<file path="config.mk">
export PLATFORM = sky130hd
export DESIGN_NAME = ps2_key_encoder
export DESIGN_NICKNAME = d
export VERILOG_FILES = /design/src/rtl/ps2_pkg.sv /design/src/rtl/ps2_rx_byte.sv /design/src/rtl/ps2_key_encoder.sv
export SDC_FILE = /design/constraint.sdc
export NUM_CORES = 1
export LEC_CHECK = 0
export BUFFER_PORTS_ARGS = -buffer_cell sky130_fd_sc_hd__buf_2
export CAP_MARGIN = 10
export CORE_ASPECT_RATIO = 1.1
export CORE_MARGIN = 2
export CORE_UTILIZATION = 60
export DETAILED_ROUTE_END_ITERATION = 10
export GPL_ROUTABILITY_DRIVEN = 1
export GPL_TIMING_DRIVEN = 0
export MAX_ROUTING_LAYER = met4
export PLACE_DENSITY = 0.77
export SLEW_MARGIN = 20
export SYNTH_ARGS = -nofsm -noshare
export SYNTH_HDL_FRONTEND = slang
export SYNTH_SLANG_ARGS = --single-unit
</file>
<file path="constraint.sdc">
create_clock -name clk_sys -period 6.3 [get_ports clk_sys]
set_input_delay 1.26 -clock clk_sys [delete_from_list [all_inputs] [get_ports clk_sys]]
set_output_delay 1.26 -clock clk_sys [all_outputs]
set_load 0.005 [all_outputs]
</file>
<file path="src/rtl/ps2_pkg.sv">
// Shared constants and frame-state encoding for the PS/2 key encoder.
package ps2_pkg;

  localparam logic [7:0] PS2_E0      = 8'hE0;
  localparam logic [7:0] PS2_F0      = 8'hF0;
  localparam logic [7:0] PS2_E1      = 8'hE1;
  localparam logic [7:0] PS2_PRT_MK  = 8'h12;
  localparam logic [7:0] PS2_PRT_BRK = 8'h7C;

  typedef enum logic [1:0] {
    ST_IDLE,
    ST_DATA,
    ST_PARITY,
    ST_STOP
  } frame_state_t;

  // True for bytes that always announce further bytes of the same key event.
  function automatic logic is_prefix(input logic [7:0] b);
    return (b == PS2_E0) || (b == PS2_F0) || (b == PS2_E1);
  endfunction

endpackage

</file>
<file path="src/rtl/ps2_rx_byte.sv">
// PS/2 device-to-host byte receiver: synchronizers, clock filter, frame FSM, timeout.
module ps2_rx_byte #(
  parameter int unsigned CLK_HZ     = 24_000_000,
  parameter int unsigned TIMEOUT_US = 200,
  parameter int unsigned FILTER_LEN = 8
) (
  input  logic       clk_sys,
  input  logic       reset,
  input  logic       ps2_clk,
  input  logic       ps2_data,
  output logic [7:0] data_byte,
  output logic       byte_vld,
  output logic       parity_err,
  output logic       frame_abort
);
  import ps2_pkg::*;

  localparam int unsigned FILT_W  = $clog2(FILTER_LEN + 1);
  localparam int unsigned TMO_MAX = CLK_HZ / 1_000_000 * TIMEOUT_US;
  localparam int unsigned TMO_W   = $clog2(TMO_MAX + 1);

  logic              clk_s1, clk_s2, dat_s1, dat_s2;
  logic              clk_filt;
  logic [FILT_W-1:0] filt_cnt;
  logic [TMO_W-1:0]  tmo_cnt;
  logic              edge_acc, fall, tmo_hit;

  frame_state_t state, state_d;
  logic [7:0]   shreg, shreg_d;
  logic [2:0]   bit_cnt, bit_cnt_d;
  logic         par_ok, par_ok_d;
  logic         vld_d, err_d, abort_d;

  // Two-stage synchronizers; lines idle high.
  always_ff @(posedge clk_sys or posedge reset) begin
    if (reset) begin
      clk_s1 <= 1'b1;
      clk_s2 <= 1'b1;
      dat_s1 <= 1'b1;
      dat_s2 <= 1'b1;
    end else begin
      clk_s1 <= ps2_clk;
      clk_s2 <= clk_s1;
      dat_s1 <= ps2_data;
      dat_s2 <= dat_s1;
    end
  end

  // A new clock level is accepted on the FILTER_LEN-th consecutive differing sample.
  always_comb begin
    edge_acc = (clk_s2 != clk_filt) && (filt_cnt == FILT_W'(FILTER_LEN - 1));
    fall     = edge_acc && clk_filt;
    tmo_hit  = (state != ST_IDLE) && (tmo_cnt == TMO_W'(TMO_MAX));
  end

  // Clock-level filter.
  always_ff @(posedge clk_sys or posedge reset) begin
    if (reset) begin
      clk_filt <= 1'b1;
      filt_cnt <= '0;
    end else if (clk_s2 == clk_filt) begin
      filt_cnt <= '0;
    end else if (edge_acc) begin
      clk_filt <= clk_s2;
      filt_cnt <= '0;
    end else begin
      filt_cnt <= filt_cnt + FILT_W'(1);
    end
  end

  // Idle timer: reloads on any filtered edge, saturates at the limit.
  always_ff @(posedge clk_sys or posedge reset) begin
    if (reset) begin
      tmo_cnt <= '0;
    end else if (edge_acc) begin
      tmo_cnt <= '0;
    end else if (tmo_cnt != TMO_W'(TMO_MAX)) begin
      tmo_cnt <= tmo_cnt + TMO_W'(1);
    end
  end

  // Frame FSM next state; a filtered edge takes priority over a timeout.
  always_comb begin
    state_d   = state;
    shreg_d   = shreg;
    bit_cnt_d = bit_cnt;
    par_ok_d  = par_ok;
    vld_d     = 1'b0;
    err_d     = 1'b0;
    abort_d   = 1'b0;
    if (fall) begin
      case (state)
        ST_IDLE: begin
          if (!dat_s2) begin
            state_d   = ST_DATA;
            bit_cnt_d = '0;
          end
        end
        ST_DATA: begin
          shreg_d   = {dat_s2, shreg[7:1]};
          bit_cnt_d = bit_cnt + 3'd1;
          if (bit_cnt == 3'd7) state_d = ST_PARITY;
        end
        ST_PARITY: begin
          par_ok_d = (^shreg) ^ dat_s2;
          state_d  = ST_STOP;
        end
        ST_STOP: begin
          state_d = ST_IDLE;
          if (dat_s2 && par_ok) vld_d = 1'b1;
          else                  err_d = 1'b1;
        end
        default: state_d = ST_IDLE;
      endcase
    end else if (tmo_hit && !edge_acc) begin
      state_d = ST_IDLE;
      abort_d = 1'b1;
    end
  end

  // Frame FSM state and registered outputs.
  always_ff @(posedge clk_sys or posedge reset) begin
    if (reset) begin
      state       <= ST_IDLE;
      shreg       <= '0;
      bit_cnt     <= '0;
      par_ok      <= 1'b0;
      data_byte   <= '0;
      byte_vld    <= 1'b0;
      parity_err  <= 1'b0;
      frame_abort <= 1'b0;
    end else begin
      state       <= state_d;
      shreg       <= shreg_d;
      bit_cnt     <= bit_cnt_d;
      par_ok      <= par_ok_d;
      byte_vld    <= vld_d;
      parity_err  <= err_d;
      frame_abort <= abort_d;
      if (vld_d) data_byte <= shreg;
    end
  end

endmodule

</file>
<file path="src/rtl/ps2_key_encoder.sv">
// Groups received PS/2 bytes into one 65-bit key event word with a toggle bit.
module ps2_key_encoder #(
  parameter int unsigned CLK_HZ     = 24_000_000,
  parameter int unsigned TIMEOUT_US = 200,
  parameter int unsigned FILTER_LEN = 8
) (
  input  logic        clk_sys,
  input  logic        reset,
  input  logic        ps2_clk,
  input  logic        ps2_data,
  output logic [64:0] ps2_key,
  output logic        parity_err
);
  import ps2_pkg::*;

  logic [7:0]  data_byte;
  logic        byte_vld, frame_abort;
  // Only 7 bytes are ever held before an emit, so the top accumulator byte is never needed.
  logic [55:0] acc;
  logic [3:0]  n, n_inc;
  logic        pause, pause_nx, prtscr, emit;
  logic [63:0] seq;

  ps2_rx_byte #(
    .CLK_HZ    (CLK_HZ),
    .TIMEOUT_US(TIMEOUT_US),
    .FILTER_LEN(FILTER_LEN)
  ) u_rx (
    .clk_sys    (clk_sys),
    .reset      (reset),
    .ps2_clk    (ps2_clk),
    .ps2_data   (ps2_data),
    .data_byte  (data_byte),
    .byte_vld   (byte_vld),
    .parity_err (parity_err),
    .frame_abort(frame_abort)
  );

  // Decide whether the incoming byte completes the event.
  always_comb begin
    seq      = {acc, data_byte};
    n_inc    = n + 4'd1;
    pause_nx = pause || ((n == 4'd0) && (data_byte == PS2_E1));
    prtscr   = ((n_inc == 4'd2) && (seq[15:0] == {PS2_E0, PS2_PRT_MK})) ||
               ((n_inc == 4'd3) && (seq[23:0] == {PS2_E0, PS2_F0, PS2_PRT_BRK}));
    if (pause_nx) emit = (n_inc == 4'd8);
    else          emit = (n_inc == 4'd8) || !(is_prefix(data_byte) || prtscr);
  end

  // Accumulator, byte count and published event word.
  always_ff @(posedge clk_sys or posedge reset) begin
    if (reset) begin
      acc     <= '0;
      n       <= '0;
      pause   <= 1'b0;
      ps2_key <= '0;
    end else if (parity_err || frame_abort) begin
      acc   <= '0;
      n     <= '0;
      pause <= 1'b0;
    end else if (byte_vld) begin
      if (emit) begin
        ps2_key <= {~ps2_key[64], seq};
        acc     <= '0;
        n       <= '0;
        pause   <= 1'b0;
      end else begin
        acc   <= seq[55:0];
        n     <= n_inc;
        pause <= pause_nx;
      end
    end
  end

endmodule

</file>
# --- Word-level counts from Yosys, hierarchy flattened ---
# Cells that the tools add are included.
word_totals:
  regBits: 173
  input_bits: 4
  out_inout_bits: 66
  word_cells: 107
op_classes:
  addsub: 4
  n_eq_ne: 20
  muxes: 29
  bitwise_logic: 4
  reduce_logical: 31
ops:
  columns: ["op", "n"]
  rows:
  - ["2-to-1 mux 56 bit", 3]
  - ["2-to-1 mux 13 bit", 2]
  - ["== test 24 bit, second input constant", 1]
  - ["== test 8 bit, second input constant", 3]
  - ["2-to-1 mux 4 bit", 5]
  - ["== test 16 bit, second input constant", 1]
  - ["adder 13 x 1 -> 13 bit, second input constant", 1]
  - ["== test 13 bit, second input constant", 1]
  - ["inequality test 13 bit, second input constant", 1]
  - ["2-to-1 mux 1 bit", 12]
  - ["nonzero test 2 bit", 5]
  - ["AND reduction 3 bit", 3]
  - ["adder 4 x 1 -> 4 bit, second input constant", 2]
  - ["== test 4 x 2 -> 1 bit, second input constant", 2]
  - ["logical AND 1 bit", 8]
  - ["2-to-1 mux 2 bit", 4]
  - ["one-hot mux 2 bit (4 select lines)", 1]
  - ["XOR reduction 8 bit", 1]
  - ["logical OR 1 bit", 7]
  - ["inequality test 3 bit, second input constant", 2]
  - ["one-hot mux 3 bit (2 select lines)", 1]
  - ["AND reduction 2 bit", 3]
  - ["== test 2 bit, second input constant", 2]
  - ["== test 4 x 3 -> 1 bit, second input constant", 1]
  - ["other kinds (13)", 16]

# --- Depth between registers and ports, before layout ---
# Gate-level depths: netlist of the first run.
depth:
  depth_word: 11
  depth_mapped: 9
  mapped_depth_nobuf: 7

# --- By module ---
# A second synthesis of the first run with hierarchy kept.
hier_totals:
  cells_unflattened: 538
  area_unflattened_um2: 7462.2
modules_own_cells:
  columns: ["module", "n_inst", "cells_per_inst", "area_per_inst_um2", "seq_area_each_um2"]
  rows:
  - ["ps2_key_encoder", 1, 364, 5320.1, 3153.0]
  - ["ps2_rx_byte", 1, 174, 2142.1, 1182.4]

# --- Least setup slack after synthesis of the first run ---
# OpenSTA, ideal clock, no wires.
synth_timing:
  path_kind: "reg-to-reg"
  from: "register n[0]"
  to: "register ps2_key[0]"
  setup_time_ps: 125
  arrival_time_ps: 2123
  t_required_ps: 6175
  path_slack_ps: 4052
  stages_incl_launch_ff: 10
  period_less_slack_ps: 2248
  path_cell_list: "dfrtp_1 inv_1 ha_1 and4bb_1 and4_4 a41o_1 a31oi_4 buf_8 buf_12 mux2_4"
synth_between:
  elab_chain_cells: 9
  elab_cells_between_ends: 15
synth_rtl:
  columns: ["element", "line_no", "text"]
  rows:
  - ["from (decl)", "ps2_key_encoder.sv:20", "logic [3:0] n, n_inc;"]
  - ["from (signal assigned)", "ps2_key_encoder.sv:69", "n <= n_inc;"]
  - ["adder 4 x 1 -> 4 bit", "ps2_key_encoder.sv:42", "n_inc = n + 4'd1;"]
  - ["== test 4 x 2 -> 1 bit, on equally long branches", "ps2_key_encoder.sv:44, ps2_key_encoder.sv:45", null]
  - ["logical AND 1 bit, on equally long branches", "ps2_key_encoder.sv:44, ps2_key_encoder.sv:45", null]
  - ["logical OR 1 bit", "ps2_key_encoder.sv:44", "prtscr = ((n_inc == 4'd2) && (seq[15:0] == {PS2_E0, PS2_PRT_MK})) ||"]
  - ["logical OR 1 bit", "ps2_key_encoder.sv:47", "else emit = (n_inc == 4'd8) || !(is_prefix(data_byte) || prtscr);"]
  - ["logical NOT 1 bit", "ps2_key_encoder.sv:47", null]
  - ["logical OR 1 bit", "ps2_key_encoder.sv:47", null]
  - ["2-to-1 mux 1 bit *", "ps2_key_encoder.sv:46", "if (pause_nx) emit = (n_inc == 4'd8);"]
  - ["AND reduction 3 bit (no source line) *", null, null]
  - ["to (signal assigned)", "ps2_key_encoder.sv:63", "ps2_key <= {~ps2_key[64], seq};"]
  - ["to (decl)", "ps2_key_encoder.sv:11", "output logic [64:0] ps2_key,"]
# Mark *: on every way between the ends. The rest lies on a longest branch, timed or not.
# A chain may end at the register's enable or synchronous reset.

# --- Worst setup path in the final report of the first run ---
layout_timing:
  from: "register n[0]"
  to: "register ps2_key[16]"
# Same word-level chain as after synthesis.

==> results.txt, run 1 <==
The count of hold-fix buffers inserted at cts was 0. The logs give 0.1825 mV for the maximum vdd drop and 680 for the total nets after synthesis. The ratio of cells with drive above 1 in the final layout is 27.07%, and the routed length per instance is 17.96 um. The run gives 663 as the post-synthesis cell count. The average vias per placed instance is 6.008, and the buffer depth of the longest clock path is 2. The worst setup path is launched from a flop. For the final core utilization, the log shows 69.42%.

After layout, the minimum clock period comes to 2554 ps. The kind of cell with the highest combined delay along the critical path is buffers and inverters. The final non-filler cell area came out at 0.009057 mm^2. In this run, synthesis produced a sequential element count of 173. At the later pin of the worst-skew pair, clock insertion delay measures 430 ps. The number of antenna violations at the first check in global routing was 0. The number of gates resized after CTS was 0. In this run the critical register-to-register path is captured at ps2_key[16]$_DFFE_PP0P_. The share of the yosys chip area belonging to registers is 54.70%. The diode insertion count for antenna repair was 0; the full die area was 0.01414 mm^2. Combinational logic burns 5.1% of the power. Mean post-synth cell area: 11.95 um^2. Data arrives at the worst endpoint at 2860 ps.

Clock slew at the register clock pins of the worst setup and hold paths: 60 ps. The Yosys step of the flow raised 0 warnings. For the worst endpoint required time, the log shows 6600 ps.

The synthesized netlist occupies a cell area of 0.007925 mm^2. Die extent in y: 124.5 um. The startpoint identified for the worst register-to-register timing path is n[0]$_DFFE_PP0P_.

The internal reg-to-reg setup slack was 3750 ps; the total power density per cell area was 253.5 mW/mm^2. Per report_power, the sequential group accounts for 51.8% of the total. Counting flops with an async set or reset pin after synthesis yields a share of 100.0%. The maximum single-stage delay on the critical path was 510 ps; the post-route DRC violation count was 0.

The run gives 0.9012 as the final weighted congestion in routability-driven placement. The signal on the critical path passes through inv_1 > ha_1 > and4bb_1 > and4_4 > a41o_1 > a31oi_4 > buf_8 > buf_12 > mux2_4. The worst slack at placement was 3742 ps. For this run, the leading register cell type out of synthesis is sky130_fd_sc_hd__dfrtp_1.

The total cell area at the placement stage was 0.008507 mm^2; the boundary pin count was 70. Synthesis instantiated 54 different standard cells from the library. The category of the worst setup path capture point is a flop.

The analysis attributes to cell leakage a power of 4.296 nW. For the detailed route wirelength on metal2, the log shows 8519 um. The compound-cell area share of the yosys netlist is 7.862%. The critical path is of the reg -> reg type.

The final worst slack was 3746 ps; the count of antenna-violating nets left after detailed routing was 0. The count of H-tree levels built during CTS was 4. Of the total synthesized cell area, the portion taken by AND, OR, NAND and NOR gates is 14.70%.

Registers take 0.004335 mm^2. The total clock sinks is 173. Class of the most critical hold timing path: reg -> reg. The internal portion of the total power is 1.789 mW.

Setup repair after global routing left no endpoint under its margin. The count of port buffers added during placement was 69. The run finished with clean final reports. The pin slew with the least headroom to its limit works out to 587.5 ps. Max-cap violations in this run came to 0. Setup violations remaining at the end of the flow were counted as 0.

The layout overhead on the synthesized area is 14.29%. In this run the number of cells on the critical path is 9. Together, buffers and inverters on the worst path number 3.

In this run, CTS created clock tree buffers numbering 17. In this run the worst setup path terminates at ps2_key[16]$_DFFE_PP0P_. The aggregate global-route resource usage is 25.62%, and the final-layout fill cell count is 914. The width of the die works out to 113.6 um. The synthesized netlist devotes 2.542% of its cell area to XOR and XNOR gates.

Footprint of the multi-input gates: 0.003283 mm^2. The switching portion of total power is 22.10%, and the via count of the routed design is 5,539. The logs give 391.6 MHz for the maximum frequency from static timing analysis and 60.74% for the starting utilization of the core area.

The tools report the number of nets at the end of the flow as 769. Startpoint of the most critical setup path: n[0]$_DFFE_PP0P_. The leftover overflow at the end of global routing was 0. The worst pin sits at a relative slew slack of 60.83%.

By area, the combinational part of the netlist is dominated by simple AND/OR/NAND/NOR gates. The tools report the half-perimeter wire length of the detailed placement result as 11,530 um. Entering global routing, the biggest net connects 99 pins.

The adder and majority gate portion of the synthesized area was 2.052%. The number of global-route vias before repair was 5,709. After detailed routing, the wire length on met1 is 6861 um.

Of the total power, the clock network draws 43.1%. Clock skew on the completed layout was measured at 6.404 ps. TritonCTS built the clock tree. The first detailed-routing pass ran for 5 iterations.

The run gives 519 as the number of DRC violations after detailed-routing iteration 0. The leading cell type in the layout, fill and taps excluded is sky130_fd_sc_hd__dfrtp_1. The ratio of final minimum period to clock period works out to 40.53%. The number of post-CTS setup repair buffers is 0, and the number of endpoints with negative hold slack in the final report is 0.

The topmost layer with routed signal wires is met4. The tree is rooted in a sky130_fd_sc_hd__clkbuf_16. The worst-path maximum fanout was 10.

Row generation in the floorplan step produced 44 rows. The slowest stage of the critical path is the sky130_fd_sc_hd__dfrtp_1 cell. The net switching component of the power came out at 0.5075 mW.

On the final layout, the worst hold slack is 355.2 ps. In the layout the commonest cells are sky130_fd_sc_hd__dfrtp_1, sky130_fd_sc_hd__nand3_1, sky130_fd_sc_hd__buf_2. The core region is 0.01305 mm^2. Wires add up to 16,560 um. The number of slew-limit violations in the final report came out at 0. Counting flops with a built-in enable in the synthesized netlist gives 0. Counting instances, the worst hold path has a depth of 0. The worst register-to-register path has a depth of 9. After detailed routing, the met3 layer carries 635 um of wire. The mux contribution to synthesized area is 14.27%, and the wire length of the first global-routing pass is 28,060 um.
==> cells by family (layout without fill, tap and decap cells) <==
kind of cell	Yosys count	after routing
simple gates	238	238
flops	173	173
mux	84	84
compound gates	80	80
buf+inv	52	150
xor+xnor	23	23
fa+ha+maj	13	13
==> final cells by class <==
cell class,instances,area share (%)
clock inverters,9,1.077
inverters,10,0.4973
flip-flops and latches,173,47.87
plain buffers,42,2.970
well taps,161,2.224
clock buffers,19,5.001
repair buffers,70,4.117
multi-input cells,438,36.25
==> how the worst min path moves through the flow <==
stage / start / end / slack, ps
floorplan: u_rx.clk_s1$_DFF_PP1_ / u_rx.clk_s2$_DFF_PP1_ / 350
global placement: u_rx.dat_s1$_DFF_PP1_ / u_rx.dat_s2$_DFF_PP1_ / 350
detailed placement: u_rx.dat_s1$_DFF_PP1_ / u_rx.dat_s2$_DFF_PP1_ / 350
CTS: u_rx.dat_s1$_DFF_PP1_ / u_rx.dat_s2$_DFF_PP1_ / 360
global route: u_rx.clk_s1$_DFF_PP1_ / u_rx.clk_s2$_DFF_PP1_ / 360
finish: u_rx.dat_s1$_DFF_PP1_ / u_rx.dat_s2$_DFF_PP1_ / 360
==> metrics by stage <==
step / instances / TNS (ps) / total power, mW
after floorplan: 663 / 0 / 1.293
after global placement: 893 / -183030 / 1.311
after detailed placement: 894 / 0 / 1.326
after CTS: 922 / 0 / 2.312
after global routing: 922 / 0 / 2.388
final: 922 / 0 / 2.296
==> cell usage after synthesis, types with 2 or more instances <==
| master | instances | area, um^2 |
|---|---|---|
| sky130_fd_sc_hd__nor4b_1 | 2 | 17.52 |
| sky130_fd_sc_hd__clkbuf_1 | 20 | 75.07 |
| sky130_fd_sc_hd__and4b_1 | 3 | 30.03 |
| sky130_fd_sc_hd__xor2_1 | 9 | 78.83 |
| sky130_fd_sc_hd__dfrtp_1 | 168 | 4204 |
| sky130_fd_sc_hd__buf_1 | 3 | 11.26 |
| sky130_fd_sc_hd__nand3b_1 | 2 | 15.01 |
| sky130_fd_sc_hd__a21oi_1 | 8 | 40.04 |
| sky130_fd_sc_hd__and3b_1 | 2 | 17.52 |
| sky130_fd_sc_hd__and2_1 | 2 | 12.51 |
| sky130_fd_sc_hd__inv_1 | 10 | 37.54 |
| sky130_fd_sc_hd__a32o_1 | 7 | 70.07 |
| sky130_fd_sc_hd__a22o_1 | 2 | 17.52 |
| sky130_fd_sc_hd__a41oi_1 | 2 | 17.52 |
| sky130_fd_sc_hd__nand4_1 | 3 | 18.77 |
| sky130_fd_sc_hd__nor2_1 | 26 | 97.59 |
| sky130_fd_sc_hd__buf_12 | 5 | 100.1 |
| sky130_fd_sc_hd__nand3_1 | 112 | 560.5 |
| sky130_fd_sc_hd__mux2_4 | 50 | 750.7 |
| sky130_fd_sc_hd__dfstp_2 | 5 | 131.4 |
| sky130_fd_sc_hd__mux2_1 | 5 | 56.30 |
| sky130_fd_sc_hd__ha_1 | 13 | 162.7 |
| sky130_fd_sc_hd__o21ai_0 | 3 | 15.01 |
| sky130_fd_sc_hd__nor3_1 | 7 | 35.03 |
| sky130_fd_sc_hd__and3_1 | 2 | 12.51 |
| sky130_fd_sc_hd__nand2_1 | 66 | 247.7 |
| sky130_fd_sc_hd__xnor2_1 | 14 | 122.6 |
| sky130_fd_sc_hd__a21boi_1 | 2 | 15.01 |
| sky130_fd_sc_hd__and4bb_1 | 2 | 25.02 |
| sky130_fd_sc_hd__o211ai_1 | 46 | 345.3 |
| sky130_fd_sc_hd__buf_2 | 12 | 60.06 |
| sky130_fd_sc_hd__mux2_2 | 27 | 304.0 |
| sky130_fd_sc_hd__mux2i_1 | 2 | 20.02 |
==> worst register-to-register path, cell delays in order, from the launching register on <==
cell and delay (ps):
sky130_fd_sc_hd__dfrtp_1 510, sky130_fd_sc_hd__inv_1 120, sky130_fd_sc_hd__ha_1 230, sky130_fd_sc_hd__and4bb_1 200
sky130_fd_sc_hd__and4_4 190, sky130_fd_sc_hd__a41o_1 230, sky130_fd_sc_hd__a31oi_4 250, sky130_fd_sc_hd__buf_8 240
sky130_fd_sc_hd__buf_12 170, sky130_fd_sc_hd__mux2_4 310
==> state kept, by name (all words and copies together) (netlist names), 2 cells and up <==
signal          flops
u_rx.state          2
u_rx.filt_cnt       4
n                   4
u_rx.bit_cnt        3
u_rx.shreg          8
u_rx.tmo_cnt       13
acc                56
u_rx.data_byte      8
ps2_key            65
==> power groups by stage <==
stage          clock network (mW)  logic, mW  registers [mW]
5_1_grt                      1.06      0.138            1.19
2_1_floorplan                   0     0.0949            1.20
3_5_place_dp                    0      0.120            1.21
4_1_cts                      1.01      0.119            1.19
3_3_place_gp                    0      0.108            1.20
6_report                    0.990      0.117            1.19
==> layer usage <==
metal	track usage, %	vias up
met4	11.19	0
met1	32.05	2770
met5	-	-
li1	-	2557
met2	41.18	166
met3	4.477	46
Power figures use the tool's default switching activity.
==> run 2, diff against run 1 <==
==> constraint.sdc (replaced) <==
create_clock -name clk_sys -period 2.39 [get_ports clk_sys]
set_input_delay 0.478 -clock clk_sys [delete_from_list [all_inputs] [get_ports clk_sys]]
set_output_delay 0.478 -clock clk_sys [all_outputs]
set_load 0.005 [all_outputs]
==> results.txt, run 2 (same netlist as run 1, synthesis figures left out) <==
The footprint of the multi-input gates is 0.003314 mm^2 (+0.95%). Leading cell type in the layout, fill and taps excluded: sky130_fd_sc_hd__dfrtp_1. The logs give -160.5 ps (-3902 ps) for the worst slack at placement and 0 (unchanged) for the total of max-cap violations. The flow ran to the end, and the final reports show no timing, DRC or antenna violations.

The boundary pin count was 70 (unchanged). The layout overhead on the synthesized area works out to 17.49%. For the final core utilization, the log shows 71.37% (+1.9 points).

STA classifies the critical path startpoint as a flop. In this run the critical register-to-register path is launched from n[1]$_DFFE_PP0P_. The number of DRC violations after detailed-routing iteration 0 is 547 (+5.4%). For the leftover overflow at the end of global routing, the log shows 0 (unchanged). Final worst slack: 35.46 ps (-3711 ps).

TritonCTS built the clock tree. The maximum single-stage delay on the critical path is 460 ps (-50 ps). The total cell area at the placement stage was 0.008576 mm^2 (+0.81%). The final weighted congestion in routability-driven placement is 0.9325 (+3.5%).

Half-perimeter wire length of the detailed placement result: 12,100 um (+5.0%). The total clock sinks is 173 (unchanged). The clock slew at the register clock pins of the worst setup and hold paths came out at 60 ps (about the same). Type of the worst setup path: reg -> reg. The count of antenna-violating nets left after detailed routing was 0 (unchanged). In the layout the commonest cells are sky130_fd_sc_hd__dfrtp_1, sky130_fd_sc_hd__nand3_1, sky130_fd_sc_hd__buf_2. The total detailed-routing wirelength is 17,640 um (+6.5%).

The final non-filler cell area is 0.009311 mm^2 (+2.8%), and the number of rows created at floorplan is 44 (unchanged). The logs give 38 (-62%) for the maximum number of pins on one net before global-route repair and 0 (unchanged) for the number of endpoints with negative hold slack in the final report. Walking the worst path, the cells encountered are ha_2 > and4bb_1 > and4_4 > a41o_1 > a31oi_4 > buf_12 > buf_2 > buf_4 > mux2_1. The worst endpoint required time is 2700 ps (-3900 ps), and the maximum vdd drop is 0.5127 mV (+180%). The starting utilization of the core area came out at 60.74% (unchanged). Wire length of the first global-routing pass: 28,370 um (+1.1%).

Dominant delay contributor by cell family on the critical path: flip-flops. The logs give 17 (unchanged) for the total clock buffers created by CTS and 2 (unchanged) for the buffer depth of the longest clock path. For this design, the slowest cell found on the critical path is sky130_fd_sc_hd__dfrtp_2. The final count of negative-setup-slack endpoints is 0 (unchanged), and the area of the core region is 0.01305 mm^2 (unchanged). The endpoint arrival time on the critical path was 2670 ps (-190 ps); the final critical-path required period was 2355 ps (-199.1 ps). The logs give 783 (+1.8%) for the number of nets at the end of the flow and 938 (+1.7%) for the post-route non-filler standard cell count. The total power consumption of the routed design is 6.172 mW (+170%), and the maximum frequency from static timing analysis is 424.7 MHz (+8.5%). Register ranked first by flip-flop count: ps2_key. The count of H-tree levels built during CTS is 4 (unchanged).

The die extent in y was 124.5 um (unchanged); the static power due to leakage was 4.397 nW (+2.3%). The ratio of cells with drive above 1 in the final layout is 28.96% (+1.9 points). The setup TNS after final layout is 0 ps (unchanged).

The run gives 897 (-1.9%) as the final-layout fill cell count. The buffering stage count on the worst path with inverters included works out to 3 (unchanged). The aggregate global-route resource usage was 26.19% (+0.57 points); the depth of the worst register-to-register path was 9 (unchanged). The post-route DRC violation count was 0 (unchanged); the total instance count after detailed placement was 898 (+0.45%). The run gives 40 ps (-3710 ps) as the internal reg-to-reg setup slack. Setup repair after global routing left no endpoint under its margin. The first-pass detailed-route iteration total is 6 (+1), and the worst-path maximum fanout is 7 (-3). The pin slew with the least headroom to its limit is 595.4 ps (+7.842 ps), and the routed length per instance is 18.80 um (+4.7%). The tools report the diode insertion count for antenna repair as 0 (unchanged). The logic depth of the worst path, buffers included is 9 (unchanged), and the total power density per cell area is 662.8 mW/mm^2 (+160%). The via count of the routed design is 5,806 (+4.8%), and the worst-skew pair later-pin latency is 430 ps (about the same).

The tree is rooted in a sky130_fd_sc_hd__clkbuf_16. The number of flip-flops in the largest register was 65 (unchanged). The endpoint identified for the worst register-to-register timing path is ps2_key[18]$_DFFE_PP0P_. The ratio of final minimum period to clock period is 98.52% (+58 points).

The most critical setup path has its startpoint at n[1]$_DFFE_PP0P_. STA classifies the critical path endpoint as a flop. The worst clock skew was 10.72 ps (+4.321 ps). The average vias per placed instance works out to 6.190 (+3.0%).

Following the worst setup path forward leads to its endpoint at ps2_key[18]$_DFFE_PP0P_. The class of the most critical hold timing path is in -> async. The number of global-route vias before repair is 5,677 (-0.56%).

In the final layout, the registers with the most flip-flops are ps2_key x65, acc x56, u_rx.tmo_cnt x13. Count of port buffers added during placement: 69 (unchanged). The worst max-slew margin expressed relative to the limit was 60.00% (-0.83 points). The number of antenna violations at the first check in global routing came out at 0 (unchanged).

The tools report the full die area as 0.01414 mm^2 (unchanged). Final worst hold slack: 88.22 ps (-267.0 ps). The number of slew-limit violations in the final report is 0 (unchanged). The width of the die is 113.6 um (unchanged), and the storage element area is 0.004338 mm^2 (about the same).
==> run 2: worst min path at each step <==
stage	slack, ps	from	end	cells past startpoint
4_1_cts	90	reset	ps2_key[54]$_DFFE_PP0P_	2
2_1_floorplan	350	u_rx.clk_s1$_DFF_PP1_	u_rx.clk_s2$_DFF_PP1_	0
5_1_grt	130	reset	ps2_key[54]$_DFFE_PP0P_	2
6_report	90	reset	ps2_key[63]$_DFFE_PP0P_	2
3_5_place_dp	350	u_rx.dat_s1$_DFF_PP1_	u_rx.dat_s2$_DFF_PP1_	0
3_3_place_gp	350	u_rx.dat_s1$_DFF_PP1_	u_rx.dat_s2$_DFF_PP1_	0
==> run 2: power breakdown <==
part	internal [mW]	switching, mW
combinational	0.141	0.185
sequential	3.03	0.108
clock	1.63	1.07
total	4.80	1.37
==> run 2: what timing repair did <==
item                                    CTS  global route
hold buffers                              0             0
endpoints found under the setup margin   64            83
cloned                                    0             2
pin swaps                                 0             4
resized for setup                         2             9
buffers inserted                          2             6
==> run 2: per-layer routing <==
metal	track usage (%)	vias to the layer above	routed length, um
li1	-	2599	-
met1	32.45	2927	7240
met2	42.27	243	9075
met3	5.547	37	926
met4	10.33	0	397
met5	-	-	0
==> run 2: layout make-up <==
class | count | area share (%)
flip-flops and latches | 173 | 46.59
plain buffers | 42 | 2.943
well taps | 161 | 2.163
clock buffers | 24 | 5.281
clock inverters | 6 | 0.9137
inverters | 10 | 0.4434
repair buffers | 84 | 6.074
multi-input cells | 438 | 35.60
